[src/rtl/alu_operand_stage.sv]
// alu_operand_stage: two-entry (head + skid) operand staging buffer in front of
// the execute-stage ALU. Operands are resolved against the MEM and WB forwarding
// buses at capture, and held entries keep snooping those buses while stalled.
// in_ready and out_valid are decoded purely from registered occupancy state, so
// ALU back-pressure never reaches decode through a combinational path.
module alu_operand_stage #(
    parameter int DATA_WIDTH     = 32,
    parameter int REG_ADDR_WIDTH = 5,
    parameter int OP_WIDTH       = 5
) (
    input  logic                      clock,
    input  logic                      reset,
    input  logic                      flush,
    input  logic                      in_valid,
    output logic                      in_ready,
    input  logic [OP_WIDTH-1:0]       in_op,
    input  logic [REG_ADDR_WIDTH-1:0] in_rs1,
    input  logic [REG_ADDR_WIDTH-1:0] in_rs2,
    input  logic [REG_ADDR_WIDTH-1:0] in_rd,
    input  logic [DATA_WIDTH-1:0]     in_rs1_data,
    input  logic [DATA_WIDTH-1:0]     in_rs2_data,
    input  logic [DATA_WIDTH-1:0]     in_imm,
    input  logic                      in_use_imm,
    input  logic                      fwd_mem_valid,
    input  logic [REG_ADDR_WIDTH-1:0] fwd_mem_rd,
    input  logic [DATA_WIDTH-1:0]     fwd_mem_data,
    input  logic                      fwd_wb_valid,
    input  logic [REG_ADDR_WIDTH-1:0] fwd_wb_rd,
    input  logic [DATA_WIDTH-1:0]     fwd_wb_data,
    output logic                      out_valid,
    input  logic                      out_ready,
    output logic [OP_WIDTH-1:0]       out_op,
    output logic [REG_ADDR_WIDTH-1:0] out_rd,
    output logic [DATA_WIDTH-1:0]     out_a,
    output logic [DATA_WIDTH-1:0]     out_b
);

    typedef enum logic [1:0] {
        EMPTY = 2'd0,
        ONE   = 2'd1,
        FULL  = 2'd2
    } state_t;

    typedef struct packed {
        logic [OP_WIDTH-1:0]       op;
        logic [REG_ADDR_WIDTH-1:0] rd;
        logic [REG_ADDR_WIDTH-1:0] rs1;
        logic [REG_ADDR_WIDTH-1:0] rs2;
        logic                      use_imm;
        logic [DATA_WIDTH-1:0]     a;
        logic [DATA_WIDTH-1:0]     b;
    } entry_t;

    state_t state;
    entry_t head;
    entry_t skid;
    entry_t cap_entry;
    entry_t head_snoop;
    entry_t skid_snoop;
    logic   push;
    logic   pop;

    // MEM wins over WB; register 0 never forwards, so the current value stands.
    function automatic logic [DATA_WIDTH-1:0] resolve(
        input logic [REG_ADDR_WIDTH-1:0] rs,
        input logic [DATA_WIDTH-1:0]     cur,
        input logic                      mem_v,
        input logic [REG_ADDR_WIDTH-1:0] mem_rd,
        input logic [DATA_WIDTH-1:0]     mem_data,
        input logic                      wb_v,
        input logic [REG_ADDR_WIDTH-1:0] wb_rd,
        input logic [DATA_WIDTH-1:0]     wb_data
    );
        logic [DATA_WIDTH-1:0] res;
        res = cur;
        if (rs != '0) begin
            if (mem_v && (mem_rd == rs)) begin
                res = mem_data;
            end else if (wb_v && (wb_rd == rs)) begin
                res = wb_data;
            end
        end
        return res;
    endfunction

    assign in_ready  = (state != FULL);
    assign out_valid = (state != EMPTY);
    assign out_op    = head.op;
    assign out_rd    = head.rd;
    assign out_a     = head.a;
    assign out_b     = head.b;

    assign push = in_valid & in_ready & ~flush;
    assign pop  = out_valid & out_ready;

    // Build the entry offered by decode with its operands already forwarded.
    always_comb begin
        cap_entry         = '0;
        cap_entry.op      = in_op;
        cap_entry.rd      = in_rd;
        cap_entry.rs1     = in_rs1;
        cap_entry.rs2     = in_rs2;
        cap_entry.use_imm = in_use_imm;
        cap_entry.a       = resolve(in_rs1, in_rs1_data,
                                    fwd_mem_valid, fwd_mem_rd, fwd_mem_data,
                                    fwd_wb_valid, fwd_wb_rd, fwd_wb_data);
        cap_entry.b       = in_use_imm ? in_imm :
                            resolve(in_rs2, in_rs2_data,
                                    fwd_mem_valid, fwd_mem_rd, fwd_mem_data,
                                    fwd_wb_valid, fwd_wb_rd, fwd_wb_data);
    end

    // Refresh held operands from this cycle's forwarding buses; immediates stay put.
    always_comb begin
        head_snoop   = head;
        skid_snoop   = skid;
        head_snoop.a = resolve(head.rs1, head.a,
                               fwd_mem_valid, fwd_mem_rd, fwd_mem_data,
                               fwd_wb_valid, fwd_wb_rd, fwd_wb_data);
        skid_snoop.a = resolve(skid.rs1, skid.a,
                               fwd_mem_valid, fwd_mem_rd, fwd_mem_data,
                               fwd_wb_valid, fwd_wb_rd, fwd_wb_data);
        if (!head.use_imm) begin
            head_snoop.b = resolve(head.rs2, head.b,
                                   fwd_mem_valid, fwd_mem_rd, fwd_mem_data,
                                   fwd_wb_valid, fwd_wb_rd, fwd_wb_data);
        end
        if (!skid.use_imm) begin
            skid_snoop.b = resolve(skid.rs2, skid.b,
                                   fwd_mem_valid, fwd_mem_rd, fwd_mem_data,
                                   fwd_wb_valid, fwd_wb_rd, fwd_wb_data);
        end
    end

    // Occupancy FSM and entry storage; entries default to their snooped values.
    always_ff @(posedge clock or posedge reset) begin
        if (reset) begin
            state <= EMPTY;
            head  <= '0;
            skid  <= '0;
        end else begin
            head <= head_snoop;
            skid <= skid_snoop;
            if (flush) begin
                state <= EMPTY;
            end else begin
                unique case (state)
                    EMPTY: begin
                        if (push) begin
                            head  <= cap_entry;
                            state <= ONE;
                        end
                    end
                    ONE: begin
                        if (push && pop) begin
                            head <= cap_entry;
                        end else if (push) begin
                            skid  <= cap_entry;
                            state <= FULL;
                        end else if (pop) begin
                            state <= EMPTY;
                        end
                    end
                    FULL: begin
                        if (pop) begin
                            head  <= skid_snoop;
                            state <= ONE;
                        end
                    end
                    default: begin
                        state <= EMPTY;
                    end
                endcase
            end
        end
    end

endmodule

[config.mk]
export PLATFORM = sky130hd
export DESIGN_NAME = alu_operand_stage
export DESIGN_NICKNAME = d
export VERILOG_FILES = /design/src/rtl/alu_operand_stage.sv
export SDC_FILE = /design/constraint.sdc
export NUM_CORES = 1
export LEC_CHECK = 0
export ABC_AREA = 1
export BUFFER_PORTS_ARGS = -buffer_cell sky130_fd_sc_hd__buf_2
export CAP_MARGIN = 25
export CORE_UTILIZATION = 35
export DETAILED_ROUTE_END_ITERATION = 10
export GPL_ROUTABILITY_DRIVEN = 1
export GPL_TIMING_DRIVEN = 0
export PLACE_DENSITY = 0.52
export SETUP_SLACK_MARGIN = 0.4
export SYNTH_ARGS = -nofsm -noshare
export SYNTH_HDL_FRONTEND = slang
export SYNTH_SLANG_ARGS = --single-unit
[constraint.sdc]
create_clock -name clock -period 14.9 [get_ports clock]
set_clock_uncertainty 0.2 [all_clocks]
set_input_delay 1.49 -clock clock [delete_from_list [all_inputs] [get_ports clock]]
set_output_delay 1.49 -clock clock [all_outputs]
set_load 0.02 [all_outputs]
== Word-level counts from Yosys, hierarchy flattened ==
Cells that the tools add are included.
Operators by class
  reductions and logical operators: 25
  eq/ne operators: 22
  bitwise gates (word level): 5
  muxes and demuxes: 37
Operators by type and width (count)
  $mux W32: 21
  $mux W64: 5
  $mux W85: 3
  $pmux W85 S3: 1
  $eq A5 B5 Y1: 12
  $reduce_bool A5 Y1: 6
  $logic_and A1 B1 Y1: 13
  $mux W2: 6
  $ne A3 B3 Y1 const B: 3
  $ne A2 B2 Y1 const B: 4
  $reduce_and A4 Y1: 2
  $pmux W2 S3: 1
  $reduce_and A5 Y1: 1
  $ne A4 B4 Y1 const B: 1
  $and A1 B1 Y1: 3
  $reduce_bool A3 Y1: 1
  $eq A2 B1 Y1 const B: 1
  $eq A2 B2 Y1 const B: 1
  $logic_not A2 Y1: 1
  $not A1 Y1: 2
  $reduce_bool A2 Y1: 1
Storage, ports and cells
  bits in registers: 172
  logic and storage cells: 104
  output and inout port bits: 76

== Depth between registers and ports, before layout ==
Gate-level depths: netlist (run 1).
  depth in word-level cells: 10
  depth in mapped cells: 15
  gate-level depth less buffers: 13

== Least setup slack after synthesis (run 1) ==
No wires, ideal clock.
  path kind: input port to flip-flop
  start: input port fwd_mem_rd[3]
  end: register head (netlist bit out_b[21])
  library setup time: 0.117 ns
  data arrival time: 2.775 ns
  cell stages on the path: 10
  path slack: 11.808 ns
  buffers on the path: 2
  path through: buf_2 -> inv_2 -> nand2_1 -> a21oi_2 -> nand3_2 -> a21oi_4 -> buf_2 -> nand3_1 -> nand3_1 -> nand2_1
Between the ends
  word-level cells in the longest chain between the ends: 8
RTL lines
  start, declared: line 25  | input logic [REG_ADDR_WIDTH-1:0] fwd_mem_rd,
  $eq A5 B5 Y1: line 77  | if (mem_v && (mem_rd == rs)) begin
  $logic_and A1 B1 Y1: line 77
  $mux W32: line 77
  $mux W32: line 76  | if (rs != '0) begin
  $mux W32, on equally long branches: line 123, 107, 128
  $mux W85, on equally long branches: line 165, 149, 155
  $pmux W85 S3: line 147  | unique case (state)
  $mux W64 (*): line 144  | if (flush) begin
  end signal, assigned: line 142  | head <= head_snoop;
  end signal, assigned: line 150  | head <= cap_entry;
  end signal, assigned: line 166  | head <= skid_snoop;
  end, declared: line 55  | entry_t head;
Every way passes the cells marked *; elsewhere a longest branch is shown, timed or not. The select of a mux whose other input is x is not followed.
A chain may end at the register's enable or synchronous reset.

== Final worst setup path (run 1) ==
  start: input port fwd_mem_rd[2]
  end: register head (netlist bit out_b[27])
Same word-level chain as after synthesis.

==> results.json, run 1 <==
{
  "status": "finished clean",
  "cp_top_family": "simple AND/OR/NAND/NOR gates",
  "htree_levels": 4,
  "coreArea_mm2": 0.0420,
  "max_cap_viol_count": 0,
  "vias": 18100,
  "startpoint_type": "primary input",
  "path_cells": "buf_2 -> inv_1 -> o22ai_1 -> nor2_2 -> nand3_2 -> a21oi_4 -> buf_2 -> nand3_1 -> nand3_1 -> nand2_1",
  "dieArea_mm2": 0.0436,
  "wl_per_cell_um": 20.9,
  "path_depth": 10,
  "worstReg2RegStart": "head[67]$_DFFE_PP0P_",
  "vdd_drop_max_mv": 0.0844,
  "netlist_instances": 2549,
  "critPathCapture": "out_b[27]$_DFF_PP0_",
  "setup_violations": 0,
  "startpoint": "fwd_mem_rd[2]",
  "slew_headroom": 0.308,
  "grt-ovfl-total": 0,
  "finalCriticalPeriod_ps": 3960,
  "ioPinCount": 274,
  "antenna_found_initial": 5,
  "ant_nets": 0,
  "ys_types": 31,
  "postSynthAreaPerCell_um2": 5.87,
  "fp.dieW_um": 209,
  "timing.critical_path.buf_inv": 3,
  "synthArstFlopShare": 1.00,
  "rrSetupSlack_ps": 11900,
  "ys_seq_area_frac": 0.287,
  "ys_seq_elements": 172,
  "die_height_um": 209,
  "clock_latency_ps": 480,
  "wl_mm": 70.8,
  "worst_pin_slew_ps": 1030,
  "synth_edf_count": 0,
  "hpwl_mm": 51.8,
  "r2r-end": "out_b[27]$_DFF_PP0_",
  "required_ps": 15060,
  "p_leak_uw": 0.00967,
  "setup_ws_ps": 10940,
  "fin_tns_setup_ps": 0,
  "fin_crit_sh": 0.266,
  "fmax_mhz": 252,
  "syn-num-nets": 2747,
  "io_buffers": 270,
  "reg2reg_depth": 9,
  "cp_data_arrival_time_ps": 4130,
  "gp_congestion": 0.933,
  "grt_setup_unrepaired": "no",
  "areaGrowthSynthToFinish_pct": 17.6,
  "cts.repair.resized": 0,
  "drtIter0Drc": 1722,
  "avgViaCountPerCell": 5.32,
  "grt_pass1_vias": 17500,
  "critical_path.max_stage_delay_ps": 480,
  "min_path_type": "register to register",
  "cts_tree": "done",
  "synthesis.area_mm2": 0.0150,
  "hold_viol": 0,
  "clock-root-buffer": "clkbuf_16",
  "drc": 0,
  "fin_nets": 3038,
  "cp_max_fo": 10,
  "post-cts-setup-buffer-count": 0,
  "cp-end-kind": "register",
  "grt_pass1_wl_mm": 105,
  "cp_slowest_cell": "a21oi_4",
  "report.final.slew_viol_count": 0,
  "drive_gt1_frac": 0.175,
  "layout_commonest_cell": "nand2_1",
  "final_cell_mix": "nand2_1, nand3_1, nor2_1, buf_2, inv_1",
  "rows": 75,
  "track_usage": 0.324,
  "grt_max_degree": 104,
  "hold_buffers": 0,
  "clkSlewWorstSetupHoldPaths_ps": 80,
  "power_per_cell_area_mw_per_mm2": 140,
  "cts_buffers": 17,
  "path_class": "primary input to register",
  "clock_sinks": 172,
  "yosysWarnings": 0,
  "pre_cts_ws_ps": 10570,
  "drt_pre_antenna_iters": 6,
  "initial_utilization": 0.356,
  "cts_buffer_depth": 2,
  "synthFlopType": "dfrtp_1"
}
## synth_stat cells (6+ instances only)
cell type | n | area share
nand3_1 | 360 | 0.12
buf_4 | 80 | 0.040
clkbuf_1 | 81 | 0.020
a221oi_1 | 11 | 0.0064
mux2_2 | 10 | 0.0075
inv_2 | 6 | 0.0015
a22oi_1 | 10 | 0.0050
inv_1 | 208 | 0.052
nor3_1 | 8 | 0.0027
or2_2 | 35 | 0.015
o21ai_1 | 65 | 0.022
nand4_1 | 39 | 0.016
dfrtp_1 | 172 | 0.29
a21oi_1 | 62 | 0.021
nand2_1 | 749 | 0.19
nor2_1 | 359 | 0.090
o22ai_1 | 15 | 0.0063
buf_2 | 51 | 0.017
or2_1 | 28 | 0.012
buf_1 | 22 | 0.0055
o21ai_0 | 161 | 0.054
## layer usage
layer  share of wire  routed length, um  vias to the layer above  global-route usage
met5         0.00058                 41                        -                   0
met4           0.033               2310                        6               0.122
met3           0.092               6490                      147              0.0759
met2            0.45              32100                      875               0.517
met1            0.42              29900                     8350               0.424
li1                -                  -                     8674                   -
## where the power goes
part | internal, uW | switching (uW)
Combinational | 478 | 733
Clock | 219 | 243
Sequential | 677 | 113
Total | 1370 | 1090
## worst min-delay path, cell delays in order, from the launching register on
cell and delay (ps):
dfrtp_1 360, nand2_1 50, o21ai_1 60
## through the flow
step | instances | power (uW) | util | hold WS (ps) | instance area, um^2
after global routing | 3392 | 2640 | 0.419 | 319 | 17600
after detailed placement | 3360 | 1990 | 0.405 | 281 | 17000
after CTS | 3392 | 2460 | 0.419 | 303 | 17600
after floorplan | 2549 | 1630 | - | 254 | 15000
after global placement | 3358 | 1980 | 0.404 | 268 | 17000
final | 3394 | 2460 | 0.419 | 303 | 17600
## area by class of cell
cell class / count / area [um^2]
buffer: 238 / 1280
fill: 4708 / 24400
sequential: 172 / 4300
timing repair buffer: 272 / 1390
clock buffer: 17 / 425
tap: 539 / 674
inverter: 214 / 811
clock inverter: 15 / 129
multi-input combinational: 1925 / 8580
antenna: 2 / 5.00
## flip-flops by register name, indices dropped and copies added (netlist names)
register,cells
head,11
out_a,32
out_b,32
out_op,5
out_rd,5
skid,85
state,2
## worst min path at each step
stage | from | to | slack (ps) | cells after the start
after floorplan | out_op[1]$_DFFE_PP0P_ | out_op[1]$_DFFE_PP0P_ | 250 | 2
after global placement | out_rd[3]$_DFFE_PP0P_ | out_rd[3]$_DFFE_PP0P_ | 270 | 2
after detailed placement | out_rd[3]$_DFFE_PP0P_ | out_rd[3]$_DFFE_PP0P_ | 280 | 2
after CTS | out_rd[3]$_DFFE_PP0P_ | out_rd[3]$_DFFE_PP0P_ | 300 | 2
after global routing | skid[76]$_DFFE_PP0P_ | skid[76]$_DFFE_PP0P_ | 320 | 1
final | out_rd[1]$_DFFE_PP0P_ | out_rd[1]$_DFFE_PP0P_ | 300 | 2
## cells by family (layout without fill, tap and decap cells)
group	after synthesis	count (layout)	synth area share
XOR/XNOR	4	4	0.00234
other	0	2	0
flip-flops	172	172	0.287
AND/OR/NAND/NOR	1582	1582	0.446
multiplexers	10	10	0.00752
AO/OA/AOI/OAI	329	329	0.118
buffers and inverters	452	756	0.139
No activity file was read; power rests on OpenSTA's default activity.
==> run 2: changes to the inputs <==
PLACE_DENSITY = 0.54   (was 0.52)
clock period = 3.6 ns   (was 14.9 ns; I/O delays follow)
==> results.json, run 2 (same netlist as run 1, synthesis figures left out) <==
{
  "finalCoreUtilization": 0.422,
  "dp.cells": 3362,
  "dieArea_mm2": 0.0436,
  "grt_setup_unrepaired": "no",
  "combPwrFrac": 0.492,
  "report.final.slew_viol_count": 0,
  "initial_utilization": 0.356,
  "ant_nets": 0,
  "hold_viol": 0,
  "fin_area_mm2": 0.0178,
  "swShare": 0.442,
  "hold_start": "in_rs1[1]",
  "path_class": "register to register",
  "wl_per_cell_um": 20.7,
  "setup_violations": 0,
  "clock_latency_ps": 490,
  "areaGrowthSynthToFinish_pct": 18.6,
  "antenna_found_initial": 5,
  "timing.critical_path.buf_inv": 2,
  "rrSetupSlack_ps": 600,
  "cp_data_arrival_time_ps": 3190,
  "htree_levels": 4,
  "setup_ws_ps": 596,
  "ioPinCount": 274,
  "clkSlewWorstSetupHoldPaths_ps": 90,
  "dpl_cell_area_mm2": 0.0171,
  "grt_pass1_wl_mm": 106,
  "cts_buffer_depth": 2,
  "grt-ovfl-total": 0,
  "max_cap_viol_count": 0,
  "critical_path.max_stage_delay_ps": 520,
  "clock_sinks": 172,
  "coreArea_mm2": 0.0420,
  "finalCriticalPeriod_ps": 3000,
  "io_buffers": 270,
  "gp_congestion": 0.972,
  "worstReg2RegStart": "head[68]$_DFFE_PP0P_",
  "worstHoldPathCells": 3,
  "status": "finished clean",
  "pre_cts_ws_ps": 421,
  "drt_pre_antenna_iters": 9,
  "fp.dieW_um": 209,
  "path_cells": "inv_1 -> nand2_1 -> a21oi_2 -> nand3_2 -> a21oi_4 -> buf_2 -> nand3_1 -> nand3_1 -> nand2_1",
  "largest_reg_flops": 85,
  "cts_buffers": 17,
  "cp_top_family": "compound AO/OA/AOI/OAI gates",
  "top_register": "skid",
  "worstHoldEndpoint": "skid[71]$_DFFE_PP0P_",
  "rows": 75,
  "pwr-share-seq": 0.322,
  "power_per_cell_area_mw_per_mm2": 575,
  "drive_gt1_frac": 0.175,
  "die_height_um": 209,
  "worst_pin_slew_ps": 1090,
  "grt_pass1_vias": 17800,
  "r2r-end": "out_b[0]$_DFF_PP0_",
  "layout_commonest_cell": "nand2_1",
  "drtIter0Drc": 1762,
  "fin_crit_sh": 0.834,
  "slew_headroom": 0.271,
  "cp-end-kind": "register",
  "final_cells": 3409,
  "cts.repair.resized": 0,
  "cp_max_fo": 10,
  "drc": 0,
  "fin_nets": 3051,
  "worst_hold_slack_ps": 14.5,
  "vdd_drop_max_mv": 0.337,
  "avgViaCountPerCell": 5.36,
  "vias": 18300,
  "fill_cells": 4661,
  "startpoint_type": "register",
  "cp_slowest_cell": "a21oi_2",
  "intPower_uw": 5700,
  "grt_max_degree": 38,
  "min_path_type": "primary input to register",
  "fmax_mhz": 333,
  "power_switching_uw": 4510,
  "reg2reg_depth": 9,
  "cts_tree": "done",
  "wl_mm": 70.6,
  "final_cell_mix": "nand2_1, nand3_1, nor2_1, buf_2, inv_1",
  "track_usage": 0.324,
  "p_leak_uw": 0.00973,
  "clock_power_share": 0.186,
  "required_ps": 3790,
  "hpwl_mm": 52.0,
  "clock-root-buffer": "clkbuf_16"
}
[run 2: cell count changes in the layout (fill, tap and decap cells not counted), sizes merged]
cell | before | now
clkinv | 4 | 5
diode | 2 | 4
clkinvlp | 3 | 2
dlygate4sd3 | 0 | 11
buf | 428 | 430
[run 2: metrics by stage]
stage,total power [uW],TNS (ps)
finish,10200,0
global route,11000,0
CTS,10200,0
detailed placement,8280,0
global placement,8200,-121640
floorplan,6760,0
[run 2: power by group through the flow]
stage	clock (uW)	combinational, uW	sequential (uW)
finish	1900	5020	3290
global route	1990	5600	3380
CTS	1920	4990	3290
detailed placement	0	4960	3320
global placement	0	4890	3310
floorplan	0	3620	3140
[run 2: repair_timing]
| action | 4_1_cts | 5_1_grt |
|---|---|---|
| hold endpoints to repair | 50 | 0 |
| hold buffers | 11 | 0 |
| endpoints found under the setup margin | 0 | 0 |
| buffers inserted | 0 | 0 |
[run 2: layer usage]
layer	wire (um)	track usage	vias up
met5	12	0	-
met3	7640	0.0842	170
met4	2330	0.126	2
met2	32100	0.517	980
met1	28500	0.417	8401
li1	-	-	8707
[run 2: cell type report]
| cell class | instances | area (um^2) | share of cell area |
|---|---|---|---|
| Timing Repair Buffer | 285 | 1540 | 0.0868 |
| Clock inverter | 15 | 128 | 0.00719 |
| Multi-Input combinational cell | 1925 | 8580 | 0.483 |
| Sequential cell | 172 | 4300 | 0.242 |
| Antenna cell | 4 | 10.0 | 0.000564 |
| Clock buffer | 17 | 425 | 0.0240 |
| Inverter | 214 | 807 | 0.0455 |
| Buffer | 238 | 1280 | 0.0722 |
| Tap cell | 539 | 674 | 0.0380 |
[run 2: worst max-delay path by stage]
| stage | start | slack (ps) | end | depth (start not counted) |
|---|---|---|---|---|
| 3_3_place_gp | reset | -740 | out_b[7]$_DFF_PP0_ | 2 |
| 6_report | head[68]$_DFFE_PP0P_ | 600 | out_b[0]$_DFF_PP0_ | 9 |
| 2_1_floorplan | reset | 840 | head[64]$_DFFE_PP0P_ | 1 |
| 3_5_place_dp | in_rs2[3] | 420 | out_b[11]$_DFF_PP0_ | 12 |
| 5_1_grt | state[0]$_DFFE_PP0P_ | 480 | out_b[6]$_DFF_PP0_ | 9 |
| 4_1_cts | state[0]$_DFFE_PP0P_ | 700 | out_b[11]$_DFF_PP0_ | 9 |
[run 2: tightest hold or removal path, stage by stage]
cell and delay (ps):
buf_2 150, nor2_1 110, a21oi_1 40
==> run 3: changes to the inputs <==
ABC_AREA = 0   (was 1)
PLACE_DENSITY = 0.55   (was 0.54)
clock period = 2.7 ns   (was 3.6 ns; I/O delays follow)
==> results.json, run 3 <==
{
  "fmax_mhz": 405,
  "synthArstFlopShare": 1.00,
  "layout_commonest_cell": "buf_2",
  "wl_per_cell_um": 27.7,
  "netlist_instances": 1526,
  "dp.cells": 2302,
  "synth_top_cell_by_area": "dfrtp_1",
  "areaGrowthSynthToFinish_pct": 44.9,
  "path_cells": "xor2_1 -> nor4_2 -> and3_1 -> buf_4 -> buf_6 -> a31oi_2 -> o22ai_4 -> o221ai_1",
  "synth_edf_count": 0,
  "yosysWarnings": 0,
  "synthFlopType": "dfrtp_1",
  "critical_path.max_stage_delay_ps": 460,
  "synth_top_area_frac": 0.324,
  "finalCriticalPeriod_ps": 2470,
  "final_cell_mix": "buf_2, dfrtp_1, buf_4, dlygate4sd3_1, nand3_1",
  "grt_pass1_vias": 15400,
  "top_register": "skid",
  "cp_slowest_cell": "dfrtp_2",
  "hpwl_mm": 46.0,
  "grt_pass1_wl_mm": 97.5,
  "worstReg2RegStart": "skid[71]$_DFFE_PP0P_",
  "fill_cells": 3569,
  "cp_data_arrival_time_ps": 2600,
  "die_height_um": 197,
  "drt_pre_antenna_iters": 8,
  "io_buffers": 260,
  "max_cap_viol_count": 0,
  "clock-root-buffer": "clkbuf_16",
  "report.final.slew_viol_count": 0,
  "rrSetupSlack_ps": 230,
  "clkSlewWorstSetupHoldPaths_ps": 80,
  "clock_latency_ps": 470,
  "post-synth-top-count-cell": "dfrtp_1",
  "vias": 15900,
  "worst_pin_slew_ps": 775,
  "coreArea_mm2": 0.0375,
  "synthesis.area_mm2": 0.0133,
  "hold_start": "in_rs1_data[11]",
  "slew_headroom": 0.484,
  "synth_area_leaders": "dfrtp_1, mux2i_1, buf_4, o2111ai_1, o221ai_1",
  "cts_tree": "done",
  "p_leak_uw": 0.00765,
  "status": "finished clean",
  "r2r-end": "out_a[29]$_DFF_PP0_",
  "ys_seq_area_frac": 0.324,
  "grt_setup_unrepaired": "yes",
  "rows": 71,
  "setup_violations": 0,
  "path_class": "register to register",
  "grt-ovfl-total": 0,
  "power_per_cell_area_mw_per_mm2": 644,
  "startpoint_type": "register",
  "worstHoldPathCells": 3,
  "track_usage": 0.336,
  "ant_nets": 0,
  "hold_viol": 0,
  "postSynthAreaPerCell_um2": 8.71,
  "fin_nets": 2125,
  "worstHoldEndpoint": "skid[43]$_DFF_PP0_",
  "avgViaCountPerCell": 6.49,
  "initial_utilization": 0.355,
  "largest_reg_flops": 85,
  "drive_gt1_frac": 0.417,
  "gp_congestion": 0.959,
  "htree_levels": 4,
  "grt_max_degree": 38,
  "reg2reg_depth": 8,
  "ioPinCount": 274,
  "ys_types": 54,
  "fp.dieW_um": 197,
  "cp_max_fo": 10,
  "drc": 0,
  "syn-num-nets": 1724,
  "vdd_drop_max_mv": 0.537,
  "final_cells": 2452,
  "required_ps": 2830,
  "cp_top_family": "simple AND/OR/NAND/NOR gates",
  "min_path_type": "primary input to register",
  "antenna_found_initial": 1,
  "dieArea_mm2": 0.0388,
  "wl_mm": 68.0,
  "finalCoreUtilization": 0.514,
  "clock_sinks": 172,
  "cts_buffer_depth": 2,
  "timing.critical_path.buf_inv": 2,
  "fin_crit_sh": 0.914,
  "cp-end-kind": "register",
  "synth_commonest_cells": "dfrtp_1, clkbuf_1, buf_4",
  "cts_buffers": 17,
  "ys_seq_elements": 172,
  "drtIter0Drc": 1913
}
## run 3: cell type report
cell class	instances	area, um^2	share of cell area
Antenna cell	1	2.50	0.000130
Inverter	36	139	0.00721
Tap cell	511	639	0.0332
Buffer	253	1860	0.0966
Sequential cell	172	4320	0.224
Timing Repair Buffer	382	2630	0.136
Clock buffer	17	425	0.0221
Multi-Input combinational cell	1065	9050	0.470
Clock inverter	15	198	0.0103
## run 3: how the worst max path moves through the flow
stage                         startpoint                    to  slack, ps  depth (start not counted)
finish              skid[71]$_DFFE_PP0P_   out_a[29]$_DFF_PP0_        230                          8
floorplan                          reset  head[64]$_DFFE_PP0P_         30                          1
global placement                   reset   out_b[17]$_DFF_PP0_      -1450                          2
global route        skid[71]$_DFFE_PP0P_   out_a[29]$_DFF_PP0_        190                          8
detailed placement             in_rs1[1]   out_a[11]$_DFF_PP0_       -420                          6
CTS                 head[72]$_DFFE_PP0P_   out_a[24]$_DFF_PP0_        330                          8
## run 3: timing repair
item / CTS / global route
resized for setup: 180 / 354
cloned: 4 / 6
setup buffers: 24 / 14
pin swaps: 32 / 97
hold endpoints to repair: 111 / 0
endpoints found under the setup margin: 152 / 141
hold buffers: 69 / 0
## run 3: per-layer routing
layer	GRT usage	vias up	part of all wire
li1	-	6744	-
met1	0.447	7811	0.41
met2	0.516	1140	0.44
met3	0.0811	213	0.11
met4	0.149	0	0.044
met5	0	-	0
## run 3: power breakdown
part	internal, uW	total (uW)	switching (uW)
registers	3470	4190	717
clock network	1550	2790	1240
logic	2620	5440	2820
total	7640	12400	4780
## run 3: worst min-delay path, cell delays in order
cell     delay [ps]
buf_2            80
o22ai_1         130
mux2i_1         150
## run 3: cells by family after synthesis
logic type	count (synthesis)	share of synthesized area
XOR/XNOR	60	0.0395
flip-flops	172	0.324
buffers and inverters	289	0.114
multiplexers	84	0.0652
AO/OA/AOI/OAI	587	0.329
AND/OR/NAND/NOR	334	0.129
## run 3: through the flow
| stage | power (uW) | setup WS, ps | setup TNS (ps) | hold WS [ps] | instance area [um^2] |
|---|---|---|---|---|---|
| 2_1_floorplan | 6800 | 33.3 | 0 | 141 | 13300 |
| 3_3_place_gp | 8170 | -1450 | -269440 | 287 | 15200 |
| 3_5_place_dp | 8260 | -421 | -23270 | 144 | 15300 |
| 4_1_cts | 11400 | 333 | 0 | 1.41 | 17400 |
| 5_1_grt | 12900 | 187 | 0 | 30.4 | 19300 |
| 6_report | 12400 | 231 | 0 | 6.74 | 19300 |
